===== src/rtl/nec_ir_tx.sv =====
// NEC infrared transmitter: serialises a 32-bit NEC frame or a repeat code as a
// carrier-modulated LED drive, plus an unmodulated envelope and an active-low
// receiver-equivalent line for on-chip loopback.
module nec_ir_tx #(
  parameter int unsigned UNIT_CYCLES  = 56250,
  parameter int unsigned CARRIER_HALF = 1316
) (
  input  logic       clk,
  input  logic       rst,
  input  logic       start,
  input  logic       repeat_req,
  input  logic [7:0] addr,
  input  logic [7:0] cmd,
  output logic       busy,
  output logic       done,
  output logic       ir_env,
  output logic       ir_out,
  output logic       ir_rx_level
);

  localparam int unsigned UnitW = (UNIT_CYCLES > 1) ? $clog2(UNIT_CYCLES) : 1;
  localparam int unsigned CarW  = (CARRIER_HALF > 1) ? $clog2(CARRIER_HALF) : 1;

  typedef enum logic [2:0] {
    StIdle,
    StLeadMark,
    StLeadSpace,
    StRepSpace,
    StBitMark,
    StBitSpace,
    StStopMark
  } state_e;

  state_e           state_q, state_d;
  logic [UnitW-1:0] unit_cnt_q, unit_cnt_d;
  logic [4:0]       units_q, units_d;
  logic [4:0]       bit_idx_q, bit_idx_d;
  logic [31:0]      shift_q, shift_d;
  logic             rep_q, rep_d;
  logic [CarW-1:0]  car_cnt_q, car_cnt_d;
  logic             car_q, car_d;
  logic             busy_q, busy_d;
  logic             done_q, done_d;
  logic             env_q, env_d;
  logic             out_q, out_d;
  logic             rx_q, rx_d;

  logic [4:0] state_len;
  logic       unit_last;
  logic       state_last;
  logic       mark_d;

  // Length of the current state in NEC units; bit spaces depend on the bit being sent.
  always_comb begin
    state_len = 5'd1;
    case (state_q)
      StLeadMark:  state_len = 5'd16;
      StLeadSpace: state_len = 5'd8;
      StRepSpace:  state_len = 5'd4;
      StBitSpace:  state_len = shift_q[0] ? 5'd3 : 5'd1;
      default:     state_len = 5'd1;
    endcase
  end

  assign unit_last  = (unit_cnt_q == UnitW'(UNIT_CYCLES - 1));
  assign state_last = unit_last && (units_q == state_len - 5'd1);

  // Next-state, timing counters, carrier and registered-output decode.
  always_comb begin
    state_d    = state_q;
    unit_cnt_d = unit_cnt_q;
    units_d    = units_q;
    bit_idx_d  = bit_idx_q;
    shift_d    = shift_q;
    rep_d      = rep_q;
    car_cnt_d  = car_cnt_q;
    car_d      = car_q;
    done_d     = 1'b0;

    if (state_q == StIdle) begin
      if (start) begin
        state_d    = StLeadMark;
        shift_d    = {~cmd, cmd, ~addr, addr};
        rep_d      = repeat_req;
        unit_cnt_d = '0;
        units_d    = '0;
        bit_idx_d  = '0;
      end
    end else begin
      if (unit_last) begin
        unit_cnt_d = '0;
        units_d    = units_q + 5'd1;
      end else begin
        unit_cnt_d = unit_cnt_q + UnitW'(1);
      end
      if (state_last) begin
        unit_cnt_d = '0;
        units_d    = '0;
        case (state_q)
          StLeadMark:  state_d = rep_q ? StRepSpace : StLeadSpace;
          StLeadSpace: state_d = StBitMark;
          StRepSpace:  state_d = StStopMark;
          StBitMark:   state_d = StBitSpace;
          StBitSpace: begin
            shift_d = shift_q >> 1;
            if (bit_idx_q == 5'd31) begin
              state_d = StStopMark;
            end else begin
              state_d   = StBitMark;
              bit_idx_d = bit_idx_q + 5'd1;
            end
          end
          StStopMark: begin
            state_d = StIdle;
            done_d  = 1'b1;
          end
          default: state_d = StIdle;
        endcase
      end
    end

    mark_d = (state_d == StLeadMark) || (state_d == StBitMark) || (state_d == StStopMark);

    // Every mark starts with a fresh high carrier half-period; spaces hold it low.
    if (mark_d && (state_d != state_q)) begin
      car_cnt_d = '0;
      car_d     = 1'b1;
    end else if (mark_d) begin
      if (car_cnt_q == CarW'(CARRIER_HALF - 1)) begin
        car_cnt_d = '0;
        car_d     = ~car_q;
      end else begin
        car_cnt_d = car_cnt_q + CarW'(1);
      end
    end else begin
      car_cnt_d = '0;
      car_d     = 1'b0;
    end

    busy_d = (state_d != StIdle);
    env_d  = mark_d;
    out_d  = mark_d & car_d;
    rx_d   = ~mark_d;
  end

  // State and output registers with synchronous reset.
  always_ff @(posedge clk) begin
    if (rst) begin
      state_q    <= StIdle;
      unit_cnt_q <= '0;
      units_q    <= '0;
      bit_idx_q  <= '0;
      shift_q    <= '0;
      rep_q      <= 1'b0;
      car_cnt_q  <= '0;
      car_q      <= 1'b0;
      busy_q     <= 1'b0;
      done_q     <= 1'b0;
      env_q      <= 1'b0;
      out_q      <= 1'b0;
      rx_q       <= 1'b1;
    end else begin
      state_q    <= state_d;
      unit_cnt_q <= unit_cnt_d;
      units_q    <= units_d;
      bit_idx_q  <= bit_idx_d;
      shift_q    <= shift_d;
      rep_q      <= rep_d;
      car_cnt_q  <= car_cnt_d;
      car_q      <= car_d;
      busy_q     <= busy_d;
      done_q     <= done_d;
      env_q      <= env_d;
      out_q      <= out_d;
      rx_q       <= rx_d;
    end
  end

  assign busy        = busy_q;
  assign done        = done_q;
  assign ir_env      = env_q;
  assign ir_out      = out_q;
  assign ir_rx_level = rx_q;

endmodule


===== config.mk =====
export PLATFORM = sky130hd
export DESIGN_NAME = nec_ir_tx
export DESIGN_NICKNAME = d
export VERILOG_FILES = /design/src/rtl/nec_ir_tx.sv
export SDC_FILE = /design/constraint.sdc
export NUM_CORES = 1
export LEC_CHECK = 0
export BUFFER_PORTS_ARGS = -buffer_cell sky130_fd_sc_hd__buf_2
export CELL_PAD_IN_SITES_DETAIL_PLACEMENT = 0
export CELL_PAD_IN_SITES_GLOBAL_PLACEMENT = 1
export CORE_ASPECT_RATIO = 1.1
export CORE_MARGIN = 1.5
export CORE_UTILIZATION = 49
export CTS_CLUSTER_SIZE = 20
export DETAILED_ROUTE_END_ITERATION = 12
export PLACE_DENSITY_LB_ADDON = 0.3
export SKIP_CTS_REPAIR_TIMING = 1
export SYNTH_ARGS = -nofsm -noshare
export SYNTH_HDL_FRONTEND = slang
export SYNTH_SLANG_ARGS = --single-unit
export TNS_END_PERCENT = 1

===== constraint.sdc =====
create_clock -name clk -period 7 [get_ports clk]
set_clock_uncertainty 0.15 [all_clocks]
set_input_delay 1.4 -clock clk [delete_from_list [all_inputs] [get_ports clk]]
set_output_delay 1.4 -clock clk [all_outputs]
set_load 0.01 [all_outputs]

==> results of run 1 <==
==> path summary, 6_finish.rpt <==
kind,startpoint,end,slack [ps]
worst max-delay path,state_q[1]$_SDFF_PP0_,car_cnt_q[1]$_SDFF_PP0_,3410
worst min-delay path,shift_q[30]$_SDFFE_PP0P_,shift_q[30]$_SDFFE_PP0P_,300
worst max register to register,state_q[1]$_SDFF_PP0_,car_cnt_q[1]$_SDFF_PP0_,3410
worst min register to register,shift_q[30]$_SDFFE_PP0P_,shift_q[30]$_SDFFE_PP0P_,300
==> worst min-delay path, cell delays in order (launching register included) <==
cell and delay, ps:
dfxtp_1 320, nand2_1 50, a21oi_1 50
==> flip-flops by register name, summed over array words and instances (netlist names) <==
name         count
units_q          5
ir_out           1
bit_idx_q        5
unit_cnt_q      16
busy             1
car_q            1
done             1
shift_q         32
state_q          3
car_cnt_q       11
rep_q            1
ir_env           1
ir_rx_level      1
==> cell usage after synthesis (3+ instances only) <==
cell,count
a21oi_1,32
dfxtp_1,79
or2_2,6
nand3_1,19
a31oi_1,8
nor3_1,10
xnor2_1,8
nand2_1,85
a311oi_1,17
inv_1,6
clkbuf_1,19
and2_1,4
o21ai_2,3
buf_2,7
and3_1,6
nand2b_1,5
nor2_1,50
ha_1,7
nor4_1,3
or3_1,4
nor3_2,9
o21ai_0,10
nand3b_1,9
a21o_1,4
xor2_1,7
a22oi_1,5
nand4_1,6
nor4b_1,3
nand4b_1,5
o211ai_1,17
mux2i_1,3
==> routing by layer <==
metal / track usage (%) / wire, um / vias up
met4: 6.96 / 114 / 0
met5: 0 / 0 / -
met3: 4.17 / 224 / 9
met2: 34.1 / 4140 / 51
met1: 25.4 / 4320 / 1678
li1: - / - / 1806
==> stage by stage <==
| step | hold slack, ps | setup slack, ps |
|---|---|---|
| 5_1_grt | 328 | 3150 |
| 4_1_cts | 307 | 3440 |
| 2_1_floorplan | 282 | 3920 |
| 3_5_place_dp | 295 | 3400 |
| 3_3_place_gp | 289 | 3460 |
| 6_report | 305 | 3410 |
==> logic make-up (layout without fill, tap and decap cells) <==
family	Yosys count	after routing	share of synthesized area [%]
AND/OR/NAND/NOR	236	236	30.0
AO/OA/AOI/OAI	117	117	20.3
flip-flops	79	79	38.8
buffers and inverters	37	49	4.17
XOR/XNOR	16	16	3.62
adder cells (fa/ha/maj)	7	7	2.15
multiplexers	4	4	1.07
==> power by group <==
part           switching (uW)  leakage [uW]  internal (uW)
logic                    75.1      0.000836           39.9
registers                11.8      0.000644            469
clock network             171     0.0000853            138
==> layout make-up <==
type / count / area share, %
clock buffers: 11 / 3.22
well taps: 108 / 3.07
clock inverters: 5 / 0.769
inverters: 6 / 0.512
multi-input cells: 380 / 53.2
repair buffers: 27 / 3.25
flip-flops and latches: 79 / 36.0
==> results.json, run 1 <==
{
  "clk_latency_ps": 360,
  "yosys.area.top_type": "dfxtp_1",
  "p_per_area_nw_per_um2": 206,
  "crit_arrival_ps": 3650,
  "cp_num_buf_inv": 0,
  "ir_drop_mv": 0.118,
  "ys_ff_latch": 79,
  "antenna_found_initial": 0,
  "cp_max_fo": 26,
  "cts_made_buffers": 9,
  "holdPathStages": 2,
  "final_util_pct": 55.0,
  "grt_max_degree": 64,
  "final_cell_mix": "nand2_1, dfxtp_1, nor2_1",
  "dieArea_um2": 8880,
  "initial_utilization_pct": 51.0,
  "rsz0062_at_grt": "no",
  "cts_sinks": 79,
  "wl_per_cell_um": 14.3,
  "cts_tree": "done",
  "seqCellArea_um2": 1580,
  "synthArstFlopShare_pct": 0,
  "gp_congestion": 0.881,
  "hold_violations": 0,
  "p_total_uw": 905,
  "port_buffers": 24,
  "drt_wl_total_um": 8800,
  "grt_pass1_wl_um": 14700,
  "status": "complete, no violations",
  "worst_hold_path_type": "flop to flop",
  "finalCritPeriodShare_pct": 51.3,
  "rows": 34,
  "io_pins": 25,
  "synth_top_cell_area_share_pct": 38.8,
  "syn_to_final_growth_pct": 7.73,
  "critical_path.endpoint_type": "flop",
  "drt_iter0_drc": 126,
  "worst_pin_slew_ps": 847,
  "fillerInstances": 802,
  "final_common_cell": "nand2_1",
  "crit_required_ps": 7060,
  "root_buffer": "clkbuf_8",
  "instances_no_fill": 616,
  "maxCapViolations": 0,
  "synth_cells": 496,
  "gr-total-overflow": 0,
  "fp.dieW_um": 90.0,
  "tns_ps": 0,
  "antenna_cells": 0,
  "core-area_um2": 8000,
  "ff2ff_path_depth": 8,
  "period_needed_ps": 3590,
  "leakagePower_uw": 0.00157,
  "drive_above_1_share_pct": 14.2,
  "placed_cell_area_um2": 4220,
  "fp.dieH_um": 98.7,
  "synth_fp_nets": 523,
  "synth_edf_count": 0,
  "slowest_delay_ps": 840,
  "cp_slowest_cell": "dfxtp_1",
  "fmax_ghz": 0.278,
  "grt_pass1_vias": 3235,
  "htree_levels": 3,
  "placedCellCount": 600,
  "drc": 0,
  "synth_area_per_cell_um2": 8.23,
  "postRouteAntennaNets": 0,
  "track_usage_pct": 20.1,
  "ys_seq_area_share_pct": 38.8,
  "fin_nets": 530,
  "finalMaxSlewViolations": 0,
  "worst-path-stages": 8,
  "max-slew-margin-rel_pct": 43.3,
  "critPathTopFamily": "compound AO/OA/AOI/OAI gates",
  "ys.flop_type": "dfxtp_1",
  "ys_top_cells_by_area": "dfxtp_1, nand2_1, nor2_1",
  "syn_area_um2": 4080,
  "ys_types": 63,
  "final_cell_area_um2": 4400,
  "vias": 3544,
  "worst_setup_path_start_kind": "flop",
  "path_clk_slew_ps": 80,
  "clockBufferDepth": 2,
  "hpwl_um": 5770,
  "vias_per_cell": 5.75,
  "dr.pass1.iters": 4,
  "multiInputGateArea_um2": 2340,
  "setup_violations": 0,
  "crit_chain": "o21ba_2 -> ha_1 -> xor2_2 -> mux2i_1 -> a2bb2oi_1 -> o31a_1 -> a211oi_4 -> nor3_1",
  "ys.warnings.count": 0,
  "critPathKind": "flop to flop"
}
Note: power is estimated with default switching activity, not from simulation.
==> inputs of run 2 (changes only) <==
Settings changed: ABC_AREA set to 1, CORE_UTILIZATION 49 to 40.
Clock period 7 ns to 2.93 ns, I/O delays scaled along.
==> run 2 against run 1 <==
Effect of this change:
- sequential cell count did not move
- die area is 18% higher
- synthesized cell count rose by 11%
- hold slack worse by 4.2 ps
- cell area down 0.40%
- combinational power grew to 2.5 times the previous value
- maximum frequency rose by 34%
- sequential share of layout area up 0.17 points
- setup slack got worse by 3200 ps
- non-clock buffer count up 9
- critical endpoint is now shift_q[17]$_SDFFE_PP0P_
- largest cell class unchanged
- highest routed layer unchanged
==> results.json, run 2 <==
{
  "status": "complete, no violations",
  "cts_tree": "done",
  "finalMaxSlewViolations": 0,
  "ys_ff_latch": 79,
  "finalCritPeriodShare_pct": 91.7,
  "antenna_cells": 0,
  "fmax_ghz": 0.372,
  "postRouteAntennaNets": 0,
  "ys_top_cells_by_area": "dfxtp_1, nand2_1, o21ai_0",
  "critPathKind": "flop to flop",
  "rows": 37,
  "leakagePower_uw": 0.00179,
  "hpwl_um": 6160,
  "top_register": "shift_q",
  "worst_hold_path_type": "flop to flop",
  "slowest_delay_ps": 390,
  "fin_nets": 605,
  "synth.area.mux_share_pct": 0,
  "largest_reg_flops": 32,
  "ys.warnings.count": 0,
  "track_usage_pct": 17.7,
  "crit_arrival_ps": 2820,
  "synth_adder_area_share_pct": 2.22,
  "clockBufferDepth": 2,
  "worst_pin_slew_ps": 492,
  "hold_violations": 0,
  "fillerInstances": 994,
  "synth_compound_area_share_pct": 15.8,
  "dieArea_um2": 10500,
  "p_total_uw": 2310,
  "htree_levels": 3,
  "crit_chain": "inv_2 -> nor3_1 -> nand2_1 -> ha_1 -> xor2_1 -> nand3_2 -> nor3_2 -> nand3_1 -> nand2_4 -> buf_12 -> o21ai_0 -> a21oi_1",
  "root_buffer": "clkbuf_8",
  "gp_congestion": 0.843,
  "wl_per_cell_um": 12.6,
  "critical_path.endpoint_type": "flop",
  "dr.pass1.iters": 4,
  "yosys.area.top_type": "dfxtp_1",
  "fp.dieW_um": 97.6,
  "tns_ps": 0,
  "syn_area_um2": 3940,
  "final_common_cell": "nand2_1",
  "synth_area_per_cell_um2": 7.12,
  "grt_pass1_wl_um": 15000,
  "worst_setup_path_start_kind": "flop",
  "final_cell_mix": "nand2_1, dfxtp_1, nor2_1",
  "drt_wl_total_um": 8830,
  "synth_edf_count": 0,
  "vias": 3541,
  "drive_above_1_share_pct": 13.6,
  "port_buffers": 24,
  "io_pins": 25,
  "maxCapViolations": 0,
  "setup_violations": 0,
  "grt_max_degree": 39,
  "drt_iter0_drc": 182,
  "cp_max_fo": 38,
  "max-slew-margin-rel_pct": 66.9,
  "ys_seq_area_share_pct": 40.2,
  "synth_top_cell_area_share_pct": 40.2,
  "core-area_um2": 9440,
  "cts_sinks": 79,
  "fp.dieH_um": 107,
  "vias_per_cell": 5.06,
  "seqCellArea_um2": 1580,
  "antenna_found_initial": 0,
  "syn_to_final_growth_pct": 11.1,
  "cp_slowest_cell": "dfxtp_2",
  "gr-total-overflow": 0,
  "synth-xor-area-share_pct": 3.11,
  "multiInputGateArea_um2": 2050,
  "synth_top_family_by_area": "simple AND/OR/NAND/NOR gates",
  "grt_pass1_vias": 3291,
  "yosys-top-cells-count": "nand2_1, dfxtp_1, nor2_1",
  "synth_cells": 553,
  "ys.flop_type": "dfxtp_1",
  "synth_fp_nets": 580,
  "drc": 0,
  "ys_types": 39,
  "top_regs": "shift_q: 32 flops, unit_cnt_q: 16 flops, car_cnt_q: 11 flops",
  "path_clk_slew_ps": 80,
  "rsz0062_at_grt": "no",
  "cts_made_buffers": 9,
  "synthArstFlopShare_pct": 0,
  "clk_latency_ps": 360,
  "yosys.area_share.simple_pct": 30.7,
  "period_needed_ps": 2690,
  "crit_required_ps": 3060,
  "synth.most_common_cell": "nand2_1",
  "p_per_area_nw_per_um2": 528,
  "initial_utilization_pct": 41.7,
  "ir_drop_mv": 0.276
}
run 2: critical path, delay by kind of cell, from the launching register on:
kind                       cells  cell delay [ps]
DFF                            1              390
xor gates and xnor gates       1              190
AOI/OAI and AO/OA              2              250
and+or+nand+nor                6             1010
buffers and inverters          2              320
adders and majority gates      1              300
run 2: final cells by class:
cell class,count,area share (%)
Clock buffer,12,3.09
Clock inverter,4,1.60
Inverter,46,3.94
Multi-Input combinational cell,406,46.8
Sequential cell,79,36.2
Tap cell,117,3.34
Timing Repair Buffer,36,5.09
run 2: report_power, final:
group          internal [uW]  switching [uW]
Sequential              1130            25.5
Combinational            102             187
Clock                    479             391
Total                   1710             604
run 2: per-stage QoR:
step,hold WS [ps],cells,utilization (%),worst slack [ps],cell area (um^2)
floorplan,268,553,-,455,3940
global placement,275,680,43.8,236,4130
detailed placement,287,680,43.8,127,4130
CTS,306,696,45.9,109,4340
global route,327,700,46.4,28.0,4380
finish,300,700,46.4,244,4380
run 2: cells by family after synthesis:
family	after synthesis
and+or+nand+nor	272
AOI/OAI and AO/OA	113
DFF	79
buffers and inverters	68
xor gates and xnor gates	14
adders and majority gates	7
run 2: metal layers:
layer	GRT usage (%)	part of all wire [%]	wire length, um
met4	6.84	1.5	136
met1	22.1	48	4230
met2	30.0	47	4150
met3	3.65	3.4	303
met5	0	0	0
run 2: path summary, 6_finish.rpt:
check | from | to | cells after the start | slack [ps]
hold / removal | car_cnt_q[0]$_SDFF_PP0_ | car_cnt_q[0]$_SDFF_PP0_ | 1 | 300
hold reg to reg | car_cnt_q[0]$_SDFF_PP0_ | car_cnt_q[0]$_SDFF_PP0_ | 1 | 300
setup reg to reg | state_q[2]$_SDFF_PP0_ | shift_q[17]$_SDFFE_PP0P_ | 12 | 240
setup / recovery | state_q[2]$_SDFF_PP0_ | shift_q[17]$_SDFFE_PP0P_ | 12 | 240
==> inputs of run 3 (changes only) <==
Settings changed: PLACE_DENSITY_LB_ADDON 0.3 to 0.1.
==> run 3 against run 2 <==
Effect of this change:
- setup slack better by 67 ps
- first-iteration DRC count down 30%
- die area unchanged
- combinational power down 2%
- sequential power about the same
- critical path depth unchanged
- cell count down 0.43%
- sequential share of layout area up 0.20 points
- register-to-register slack better by 70 ps
- global-route usage up 0.37 points
- cell area down 0.54%
==> results.json, run 3 (synthesis results as in run 2) <==
{
  "status": "complete, no violations",
  "ir_drop_mv": 0.274,
  "rows": 37,
  "max-slew-margin-rel_pct": 59.5,
  "fp.dieH_um": 107,
  "grt_pass1_wl_um": 15400,
  "cts_sinks": 79,
  "crit_top_cell": "nor3_2",
  "wl_per_cell_um": 12.8,
  "crit_chain": "inv_2 -> nor3_2 -> nand2_1 -> ha_1 -> xor2_1 -> nand3_2 -> nor3_2 -> nand3_1 -> nand2_4 -> buf_4 -> o21ai_0 -> a21oi_1",
  "maxCapViolations": 0,
  "grt_max_degree": 30,
  "worst_hold_path_type": "flop to flop",
  "track_usage_pct": 18.1,
  "hold_violations": 0,
  "p_per_area_nw_per_um2": 521,
  "cp_max_fo": 18,
  "critical_path.endpoint_type": "flop",
  "final_cell_area_um2": 4350,
  "finalCritPeriodShare_pct": 89.4,
  "holdPathStages": 1,
  "cts_tree": "done",
  "antenna_cells": 0,
  "vias": 3499,
  "top_regs": "shift_q: 32 flops, unit_cnt_q: 16 flops, car_cnt_q: 11 flops",
  "htree_levels": 3,
  "placedCellCount": 681,
  "gr-total-overflow": 0,
  "rsz0062_at_grt": "no",
  "ff2ff_path_depth": 12,
  "final_common_cell": "nand2_1",
  "initial_utilization_pct": 41.7,
  "clockBufferDepth": 2,
  "antenna_found_initial": 0,
  "port_buffers": 24,
  "final_cell_mix": "nand2_1, dfxtp_1, nor2_1",
  "tns_ps": 0,
  "io_pins": 25,
  "dr.pass1.iters": 4,
  "core-area_um2": 9440,
  "setup_violations": 0,
  "drc": 0,
  "dieArea_um2": 10500,
  "critPathKind": "flop to flop",
  "worst_setup_path_start_kind": "flop",
  "critPathTopFamily": "simple AND/OR/NAND/NOR gates",
  "worst-path-stages": 12,
  "clk_latency_ps": 360,
  "hpwl_um": 6140,
  "top_register": "shift_q",
  "grt_pass1_vias": 3399,
  "leakagePower_uw": 0.00176,
  "postRouteAntennaNets": 0,
  "syn_to_final_growth_pct": 10.5,
  "crit_arrival_ps": 2750,
  "cp_num_buf_inv": 2,
  "final_util_pct": 46.1,
  "slowest_delay_ps": 440,
  "path_clk_slew_ps": 80,
  "fin_nets": 602,
  "p_total_uw": 2270,
  "drt_wl_total_um": 8890,
  "cts_made_buffers": 9,
  "period_needed_ps": 2620,
  "finalMaxSlewViolations": 0,
  "cp_slowest_cell": "dfxtp_1",
  "placed_cell_area_um2": 4140,
  "largest_reg_flops": 32,
  "fmax_ghz": 0.382,
  "drive_above_1_share_pct": 13.6,
  "drt_iter0_drc": 127,
  "instances_no_fill": 697,
  "root_buffer": "clkbuf_8",
  "gp_congestion": 0.818,
  "crit_required_ps": 3060,
  "vias_per_cell": 5.02,
  "worst_pin_slew_ps": 607,
  "fp.dieW_um": 97.6
}
run 3: changes by cell type in the layout (fill, tap and decap cells not counted), sizes merged:
cell	previous run	this run
buf	36	33
clkinvlp	0	3
bufinv	2	1
clkbuf	12	11
clkinv	2	1
run 3: worst paths after layout:
check / start / endpoint / slack [ps]
max reg2reg: state_q[2]$_SDFF_PP0_ / shift_q[9]$_SDFFE_PP0P_ / 310
min: car_cnt_q[0]$_SDFF_PP0_ / car_cnt_q[0]$_SDFF_PP0_ / 300
min reg2reg: car_cnt_q[0]$_SDFF_PP0_ / car_cnt_q[0]$_SDFF_PP0_ / 300
max: state_q[2]$_SDFF_PP0_ / shift_q[9]$_SDFFE_PP0P_ / 310
run 3: routing by layer:
layer	vias to the layer above	track usage, %	part of all wire (%)
met5	-	0	0
met2	42	31.1	47
met4	0	6.94	2.1
met3	13	3.72	3.3
met1	1573	22.2	47
li1	1871	-	-
run 3: stage by stage:
| stage | hold WS [ps] | setup WS (ps) |
|---|---|---|
| 6_report | 303 | 311 |
| 3_3_place_gp | 274 | 270 |
| 3_5_place_dp | 291 | 186 |
| 4_1_cts | 310 | 167 |
| 2_1_floorplan | 268 | 455 |
| 5_1_grt | 342 | 28.8 |
run 3: cell type report:
cell class / count / area (um^2)
clock inverters: 5 / 57.6
fillers: 1048 / 5090
well taps: 117 / 146
flip-flops and latches: 79 / 1580
multi-input cells: 406 / 2050
repair buffers: 33 / 200
clock buffers: 11 / 141
inverters: 46 / 173
run 3: power breakdown:
| group | internal [uW] | leakage, uW | switching [uW] |
|---|---|---|---|
| logic | 97.3 | 0.00103 | 185 |
| clock network | 416 | 0.0000916 | 417 |
| registers | 1130 | 0.000646 | 26.1 |
| total | 1640 | 0.00176 | 628 |
